## src/rtl/lsu_pkg.sv

```systemverilog
// Shared types, defaults and decode helpers for the load/store bus controller.
package lsu_pkg;

  localparam int unsigned LSU_TIMEOUT_DEF = 16;

  typedef enum logic [2:0] {
    MEM_B  = 3'b000,
    MEM_H  = 3'b001,
    MEM_W  = 3'b010,
    MEM_BU = 3'b100,
    MEM_HU = 3'b101
  } mem_op_e;

  typedef enum logic [1:0] {
    ST_IDLE = 2'd0,
    ST_REQ  = 2'd1,
    ST_DONE = 2'd2
  } lsu_state_e;

  // Unlisted funct3 codes behave as a full word access.
  function automatic mem_op_e lsu_decode_op(input logic [2:0] funct3);
    mem_op_e op;
    case (funct3)
      3'b000:  op = MEM_B;
      3'b001:  op = MEM_H;
      3'b100:  op = MEM_BU;
      3'b101:  op = MEM_HU;
      default: op = MEM_W;
    endcase
    return op;
  endfunction

  function automatic logic lsu_misaligned(input mem_op_e op, input logic [1:0] alo);
    logic mis;
    case (op)
      MEM_H, MEM_HU: mis = alo[0];
      MEM_W:         mis = |alo;
      default:       mis = 1'b0;
    endcase
    return mis;
  endfunction

endpackage

```

## src/rtl/lsu_load_align.sv

```systemverilog
// Load lane select and sign/zero extension of a 32-bit bus read word.
module lsu_load_align
  import lsu_pkg::*;
(
  input  logic [2:0]  op_i,
  input  logic [1:0]  addr_lo_i,
  input  logic [31:0] rdata_i,
  output logic [31:0] data_o
);

  logic [7:0]  byte_sel;
  logic [15:0] half_sel;

  always_comb begin
    byte_sel = rdata_i[{addr_lo_i, 3'b000} +: 8];
    // Halfwords use addr[1] only; an odd half address selects the containing half.
    half_sel = addr_lo_i[1] ? rdata_i[31:16] : rdata_i[15:0];
    case (op_i)
      MEM_B:   data_o = {{24{byte_sel[7]}}, byte_sel};
      MEM_BU:  data_o = {24'h000000, byte_sel};
      MEM_H:   data_o = {{16{half_sel[15]}}, half_sel};
      MEM_HU:  data_o = {16'h0000, half_sel};
      default: data_o = rdata_i;
    endcase
  end

endmodule

```

## src/rtl/lsu_bus_ctrl.sv

```systemverilog
// Load/store unit bus controller: one outstanding access, stalls the pipeline until done.
// Optional build macro LSU_MISALIGN_TRAP_EN traps misaligned H/W accesses without a bus cycle.
//
// state   | meaning
// IDLE    | waiting for a load/store request
// REQ     | bus request held, waiting for ack or watchdog expiry
// DONE    | one-cycle completion: pipeline released, result/error reported
module lsu_bus_ctrl
  import lsu_pkg::*;
#(
  parameter int unsigned TIMEOUT = LSU_TIMEOUT_DEF
) (
  input  logic        clk_i,
  input  logic        reset_ni,
  input  logic [2:0]  mem_op_i,
  input  logic        mem_wren_i,
  input  logic        is_load_i,
  input  logic [31:0] addr_i,
  input  logic [31:0] wdata_i,
  output logic        stall_o,
  output logic [31:0] ld_data_o,
  output logic        ld_valid_o,
  output logic        bus_err_o,
  output logic        misalign_o,
  output logic        bus_req_o,
  output logic        bus_we_o,
  output logic [31:0] bus_addr_o,
  output logic [31:0] bus_wdata_o,
  output logic [3:0]  bus_be_o,
  input  logic        bus_ack_i,
  input  logic [31:0] bus_rdata_i
);

  localparam logic [7:0] TO_LAST = 8'(TIMEOUT - 1);

  lsu_state_e  state_q, state_d;
  logic [7:0]  cnt_q, cnt_d;
  mem_op_e     op_q, op_d;
  logic [1:0]  alo_q, alo_d;
  logic        we_q, we_d;
  logic        err_q, err_d;
  logic        mis_q, mis_d;
  logic [31:0] bus_addr_q, bus_addr_d;
  logic [31:0] bus_wdata_q, bus_wdata_d;
  logic [3:0]  bus_be_q, bus_be_d;
  logic [31:0] ld_data_q, ld_data_d;

  logic        req;
  mem_op_e     op_dec;
  logic        mis_trap;
  logic [31:0] st_wdata;
  logic [3:0]  st_be;
  logic [31:0] align_data;

  assign req    = mem_wren_i | is_load_i;
  assign op_dec = lsu_decode_op(mem_op_i);

`ifdef LSU_MISALIGN_TRAP_EN
  assign mis_trap = lsu_misaligned(op_dec, addr_i[1:0]);
`else
  assign mis_trap = 1'b0;
`endif

  always_comb begin
    case (op_dec)
      MEM_B, MEM_BU: begin
        st_be    = 4'b0001 << addr_i[1:0];
        st_wdata = {4{wdata_i[7:0]}};
      end
      MEM_H, MEM_HU: begin
        st_be    = 4'b0011 << {addr_i[1], 1'b0};
        st_wdata = {2{wdata_i[15:0]}};
      end
      default: begin
        st_be    = 4'b1111;
        st_wdata = wdata_i;
      end
    endcase
  end

  lsu_load_align u_align (
    .op_i      (op_q),
    .addr_lo_i (alo_q),
    .rdata_i   (bus_rdata_i),
    .data_o    (align_data)
  );

  always_comb begin
    state_d     = state_q;
    cnt_d       = cnt_q;
    op_d        = op_q;
    alo_d       = alo_q;
    we_d        = we_q;
    err_d       = err_q;
    mis_d       = mis_q;
    bus_addr_d  = bus_addr_q;
    bus_wdata_d = bus_wdata_q;
    bus_be_d    = bus_be_q;
    ld_data_d   = ld_data_q;
    case (state_q)
      ST_IDLE: begin
        if (req) begin
          op_d  = op_dec;
          alo_d = addr_i[1:0];
          we_d  = mem_wren_i;
          err_d = 1'b0;
          mis_d = mis_trap;
          cnt_d = 8'd0;
          if (mis_trap) begin
            state_d = ST_DONE;
            if (!mem_wren_i) ld_data_d = 32'h0;
          end else begin
            state_d     = ST_REQ;
            bus_addr_d  = {addr_i[31:2], 2'b00};
            bus_wdata_d = mem_wren_i ? st_wdata : 32'h0;
            bus_be_d    = mem_wren_i ? st_be : 4'b1111;
          end
        end
      end
      ST_REQ: begin
        cnt_d = cnt_q + 8'd1;
        // An ack on the final watchdog cycle still wins over the timeout.
        if (bus_ack_i) begin
          state_d = ST_DONE;
          if (!we_q) ld_data_d = align_data;
        end else if (cnt_q == TO_LAST) begin
          state_d = ST_DONE;
          err_d   = 1'b1;
          if (!we_q) ld_data_d = 32'h0;
        end
      end
      ST_DONE: state_d = ST_IDLE;
      default: state_d = ST_IDLE;
    endcase
  end

  always_ff @(posedge clk_i or negedge reset_ni) begin
    if (!reset_ni) begin
      state_q     <= ST_IDLE;
      cnt_q       <= 8'd0;
      op_q        <= MEM_W;
      alo_q       <= 2'b00;
      we_q        <= 1'b0;
      err_q       <= 1'b0;
      mis_q       <= 1'b0;
      bus_addr_q  <= 32'h0;
      bus_wdata_q <= 32'h0;
      bus_be_q    <= 4'b0000;
      ld_data_q   <= 32'h0;
    end else begin
      state_q     <= state_d;
      cnt_q       <= cnt_d;
      op_q        <= op_d;
      alo_q       <= alo_d;
      we_q        <= we_d;
      err_q       <= err_d;
      mis_q       <= mis_d;
      bus_addr_q  <= bus_addr_d;
      bus_wdata_q <= bus_wdata_d;
      bus_be_q    <= bus_be_d;
      ld_data_q   <= ld_data_d;
    end
  end

  // Gated by reset so a request held during reset cannot leak a stall.
  assign stall_o     = reset_ni & (((state_q == ST_IDLE) & req) | (state_q == ST_REQ));
  assign bus_req_o   = (state_q == ST_REQ);
  assign bus_we_o    = we_q;
  assign bus_addr_o  = bus_addr_q;
  assign bus_wdata_o = bus_wdata_q;
  assign bus_be_o    = bus_be_q;
  assign ld_data_o   = ld_data_q;
  assign ld_valid_o  = (state_q == ST_DONE) & ~we_q & ~err_q & ~mis_q;
  assign bus_err_o   = (state_q == ST_DONE) & err_q;

`ifdef LSU_MISALIGN_TRAP_EN
  assign misalign_o  = (state_q == ST_DONE) & mis_q;
`else
  assign misalign_o  = 1'b0;
`endif

endmodule

```

## config.mk

```make
export PLATFORM = sky130hd
export DESIGN_NAME = lsu_bus_ctrl
export DESIGN_NICKNAME = d
export VERILOG_FILES = /design/src/rtl/lsu_pkg.sv /design/src/rtl/lsu_load_align.sv /design/src/rtl/lsu_bus_ctrl.sv
export SDC_FILE = /design/constraint.sdc
export NUM_CORES = 1
export LEC_CHECK = 0
export CAP_MARGIN = 20
export CORE_UTILIZATION = 38
export CTS_CLUSTER_SIZE = 16
export DETAILED_ROUTE_END_ITERATION = 12
export PLACE_DENSITY = 0.71
export SKIP_CTS_REPAIR_TIMING = 1
export SYNTH_ARGS = -nofsm -noshare
export SYNTH_HDL_FRONTEND = slang
export SYNTH_SLANG_ARGS = --single-unit
```

## constraint.sdc

```tcl
create_clock -name clk_i -period 4.2 [get_ports clk_i]
set_clock_uncertainty 0.2 [all_clocks]
set_input_delay 0.63 -clock clk_i [delete_from_list [all_inputs] [get_ports clk_i]]
set_output_delay 0.63 -clock clk_i [all_outputs]
set_load 0.005 [all_outputs]
```

==> reports/qor.txt, run 1 <==
NumNets Final - 867
kind of critical path - in2out
design area - 0.00807 sq mm
initial antenna violation count - 0
RSZ-0062 raised after global routing - no
Clock Latency Late Sink - 0.42 ns
met2 wire len - 7.47 mm
P_leak - 0.00357 uW
Buf/Inv on CP - 2
Worst setup SP type - input pin
register bit total from synthesis - 115
max incr delay on CP - 0.52 ns
largest net degree at the start of global routing - 73
n_diodes - 0
Num CTS Buffers - 17
# port buffers - 206
Slew Limit Fails - 0
Starting Density - 38.7%
Yosys Warn Count - 0
Sum Neg Setup Slack - 0 ns
Logic pwr share - 41.9%
layout cells sized above 1 - 5.68%
most frequent cells in the layout - clkdlybuf4s50_1, nand2_1, dfrtp_1, o21ai_0, nor2_1
clock sink count - 115
top-area cell type share of the netlist area - 53.2%
GP Congestion - 0.866
CP most frequent cell - clkdlybuf4s50_1
via count - 4984
WL per Instance - 16.9 microns
minimum clock period - 2.97 ns
top_reg_cell synth - dfrtp_1
Core Box Area - 0.0138 sq mm
status - finished with violations
failing checks - hold timing
maximum VDD drop - 0.000410 V
crit-path cells - clkdlybuf4s50_1, o31ai_1, nor2b_1, clkdlybuf4s50_1
Final Power - 5720 uW
drt first pass iters - 4
drt via density - 5.22
final wirelength - 16.1 mm
global-route wire length before repair - 25.8 mm
CTS tree - done
Avg Inst Size Synth - 9.43 sq um
Die Height - 121 microns
count of flip-flops with a built-in enable after synthesis - 0
all-layer global routing usage - 23.3%
Worst EP arrival - 2.14 ns
Final Hold Viols - 4
clock share of power - 22.8%
vias in the first global route - 5002
Area Growth Syn to Fin - 50.6%
Sw Pwr - 1960 uW
clk buf depth - 2
Flop pwr share - 35.3%
Seq/Total Area, Yosys - 53.7%
commonest non-fill, non-tap cell in the layout - clkdlybuf4s50_1
Top Ports - 210
Area after DPL - 0.00754 sq mm
cell-internal power - 3760 uW
Worst path top cell family by delay - buffers and inverters
slowest CP cell - clkdlybuf4s50_1
worst-path fanout max - 5
CP endpoint kind - primary output
WHS - -0.00448 ns
die span in x - 121 microns
mapped cell area - 0.00536 sq mm
Final Cycle Share - 70.7%
grt ovf - 0
Critical Path RT - 3.37 ns
Final Util - 58.4%
endpoints failing setup - 0
max_slew headroom - 31.6%
top cells by area, synth - dfrtp_1, nand2_1, mux2i_1, o21ai_0, a22o_1
cell count after synthesis - 568
PwrDens - 708 mW/mm^2
switch share - 34.2%
DIE AREA - 0.0146 sq mm
top cell type by total area after synthesis - dfrtp_1
metal1 wirelength - 6.63 mm
Worst Hold Class - in2async
DR DRC count - 0
Max-cap violations - 0
row count - 43
top sig layer - met4
HPWL after DPL - 11.7 mm
Fmax achieved - 337 MHz
initial DRC count - 314
Post-synth ARST share - 100%
wire length on met3 - 1.67 mm
CTS H-tree depth - 4
Synth cell types - 49
Root Buffer - clkbuf_16
CTS clk-pin slew, worst paths - 0.05 ns
Post-DRT Antenna Nets - 0
Tightest Pin Transition - 1.02 ns
==> cell families after synthesis <==
family	share of synthesized area, %
multiplexers	7.12
flip-flops	53.7
XOR/XNOR	0.164
buffers and inverters	4.32
other	0.0700
adder cells (fa/ha/maj)	0.233
AND/OR/NAND/NOR	17.3
AO/OA/AOI/OAI	17.0
==> synthesized netlist by cell type (2+ instances only) <==
library cell	instances
buf_4	3
nand3_1	8
nand2b_1	7
a221o_1	3
o2bb2ai_1	9
nand2_1	137
inv_1	10
clkbuf_1	28
nand3b_1	2
mux4_2	3
a21oi_1	33
a31oi_1	3
o21a_1	3
and3_1	3
o2111ai_1	3
mux2_2	3
o21ai_1	2
nor4_1	2
o21ai_0	51
dfrtp_1	114
mux2i_1	28
nand4_1	5
o31ai_1	3
buf_6	3
buf_2	5
o22ai_1	5
nor3_1	3
a22o_1	24
nor2_1	45
==> power groups by stage <==
stage	combinational, uW	sequential (uW)	clock, uW
after floorplan	1130	1910	0
after global placement	2360	2000	0
after detailed placement	2410	2020	0
after CTS	2420	2020	1320
after global routing	2630	2080	1380
final	2390	2020	1300
==> per-stage QoR <==
stage / std cells / worst slack (ns)
finish: 954 / 1.23
global route: 954 / 1.16
CTS: 954 / 1.22
detailed placement: 923 / 1.23
global placement: 923 / 1.25
floorplan: 570 / 2.14
==> per-layer routing <==
layer  track usage (%)  vias to the layer above
met5                 0                        -
met4              9.65                        0
met3              10.3                       27
met2              36.8                      206
met1              27.6                     2399
li1                  -                     2352
==> final timing paths <==
kind / start / endpoint / slack (ns) / cells past startpoint
worst max-delay path: mem_wren_i / stall_o / 1.23 / 4
min in group clk_i: bus_addr_o[18] / bus_addr_o[18] / 0.27 / 2
worst min-delay path: reset_ni / ld_data_o[10] / -0.004 / 1
worst max register to register: alo_q[1] / ld_data_o[18] / 1.61 / 4
worst min register to register: bus_addr_o[18] / bus_addr_o[18] / 0.27 / 2
max in group asynchronous: reset_ni / bus_wdata_o[31] / 2.43 / 2
==> cell type report <==
cell class | count | area, sq um
Tap cell | 180 | 225
Inverter | 11 | 41.3
Clock buffer | 26 | 509
Clock inverter | 5 | 25.0
Sequential cell | 115 | 2880
Timing Repair Buffer | 213 | 2120
Multi-Input combinational cell | 404 | 2270
Fill cell | 1173 | 5760
==> registers in the layout (all words and copies together) (netlist names) <==
register	count
bus_wdata_o	32
ld_data_o	32
bus_addr_o	30
cnt_q	8
bus_be_o	4
op_q	3
alo_q	2
state_q	2
bus_we_o	1
err_q	1
(Power assumes the default switching activity.)
==> run 2, diff against run 1 <==
--- a/config.mk
+++ b/config.mk
@@ -9,7 +9,7 @@
 export CORE_UTILIZATION = 38
 export CTS_CLUSTER_SIZE = 16
 export DETAILED_ROUTE_END_ITERATION = 12
-export PLACE_DENSITY = 0.71
+export PLACE_DENSITY = 0.74
 export SKIP_CTS_REPAIR_TIMING = 1
 export SYNTH_ARGS = -nofsm -noshare
 export SYNTH_HDL_FRONTEND = slang
==> constraint.sdc (replaced) <==
create_clock -name clk_i -period 2.65 [get_ports clk_i]
set_clock_uncertainty 0.2 [all_clocks]
set_input_delay 0.3975 -clock clk_i [delete_from_list [all_inputs] [get_ports clk_i]]
set_output_delay 0.3975 -clock clk_i [all_outputs]
set_load 0.005 [all_outputs]
==> reports/qor.txt, run 2 (synthesis gave the netlist of run 1 again) <==
n_diodes - 0
max_slew headroom - 27.4%
all-layer global routing usage - 23.5%
GR peak layer - met2
initial antenna violation count - 0
PwrDens - 1150 mW/mm^2
layout cells sized above 1 - 7.27%
Max-cap violations - 0
status - finished clean
Post-DRT Antenna Nets - 0
DIE AREA - 0.0146 sq mm
Top Ports - 210
grt ovf - 0
Fmax achieved - 396 MHz
Worst setup SP type - flip-flop
Tightest Pin Transition - 1.08 ns
Worst path depth - 3
worst hold path cell count - 2
Core Box Area - 0.0138 sq mm
Die Height - 121 microns
clk buf depth - 2
crit-path cells - nand2b_1, clkinv_1, clkdlybuf4s50_1
HPWL after DPL - 12.0 mm
Final Cycle Share - 95.4%
GP Congestion - 0.949
die span in x - 121 microns
commonest non-fill, non-tap cell in the layout - clkdlybuf4s50_1
met3 Track Usage GR - 9.25%
DR DRC count - 0
R2R depth - 5
WL per Instance - 17.3 microns
NumNets Final - 876
largest net degree at the start of global routing - 116
max incr delay on CP - 0.55 ns
Sum Neg Setup Slack - 0 ns
clock sink count - 115
Worst Hold Class - reg2reg
final wirelength - 16.7 mm
# fillers - 1110
Clock Latency Late Sink - 0.42 ns
most frequent cells in the layout - clkdlybuf4s50_1, nand2_1, dfrtp_1, o21ai_0, nor2_1
Worst EP arrival - 1.93 ns
CTS tree - done
Slew Limit Fails - 0
Critical Path RT - 2.05 ns
row count - 43
CTS clk-pin slew, worst paths - 0.06 ns
worst setup margin - 0.122 ns
maximum VDD drop - 0.000546 V
P_leak - 0.00365 uW
Starting Density - 38.7%
kind of critical path - reg2out
Root Buffer - clkbuf_16
# port buffers - 206
Global Route met2 Usage - 38.4%
CP endpoint kind - primary output
Buf/Inv on CP - 2
global-route wire length before repair - 26.2 mm
endpoints failing setup - 0
initial DRC count - 391
vias in the first global route - 5158
worst-path fanout max - 10
via count - 5098
Placement Setup Slack - 0.0726 ns
drt first pass iters - 5
slowest CP cell - clkdlybuf4s50_1
CTS H-tree depth - 4
met1 usage - 27.8%
drt via density - 5.29
minimum clock period - 2.53 ns
Num CTS Buffers - 17
RSZ-0062 raised after global routing - no
Worst path top cell family by delay - buffers and inverters
Final Hold Viols - 0
Area Growth Syn to Fin - 54.1%
## run 2: cell types whose count changed in the layout (fill, tap and decap cells not counted), sizes merged
cell         change
clkinv           +2
buf              +8
bufinv           +3
clkinvlp         +3
clkbuf           -7
dlygate4sd3      +1
## run 2: through the flow
stage	power, uW	hold WS [ns]	utilization [%]	instance area (sq um)	instances
floorplan	4820	-0.0981	-	5370	570
global placement	6980	0.257	55.2	7630	931
detailed placement	7110	0.265	55.2	7630	931
CTS	9520	-0.0714	59.6	8250	963
global route	10000	0.297	59.7	8260	964
finish	9460	0.276	59.7	8260	964
## run 2: per-layer routing
metal / vias to the layer above / wire length, microns
met4: 0 / 307
li1: 2373 / -
met1: 2431 / 6780
met2: 271 / 7790
met3: 23 / 1830
met5: - / 0
## run 2: final cells by class
type,count,area (sq um),share of cell area [%]
clock buffer,19,453,5.49
clock inverter,13,159,1.92
inverter,11,41.3,0.500
multi-input combinational,404,2270,27.4
sequential,115,2880,34.9
tap,180,225,2.73
timing repair buffer,222,2230,27.0
## run 2: worst register-to-register path, delay by kind of cell (launching register included)
kind | cells | cell delay (ns)
AOI/OAI and AO/OA | 3 | 0.91
buffers and inverters | 1 | 0.26
DFF | 1 | 0.37
muxes | 1 | 0.36
## run 2: path summary, 6_finish.rpt
check / from / end / slack, ns
worst max-delay path: state_q[0] / bus_req_o / 0.12
worst min-delay path: bus_addr_o[18] / bus_addr_o[18] / 0.28
worst max register to register: alo_q[1] / ld_data_o[31] / 0.43
worst min register to register: bus_addr_o[18] / bus_addr_o[18] / 0.28
max in group asynchronous: reset_ni / bus_wdata_o[28] / 1.37
min in group asynchronous: reset_ni / ld_data_o[9] / 0.44
## run 2: where the power goes
part	switching [uW]	internal [uW]	total [uW]
logic	1810	2170	3980
registers	577	2540	3120
clock network	833	1520	2350
total	3220	6240	9460
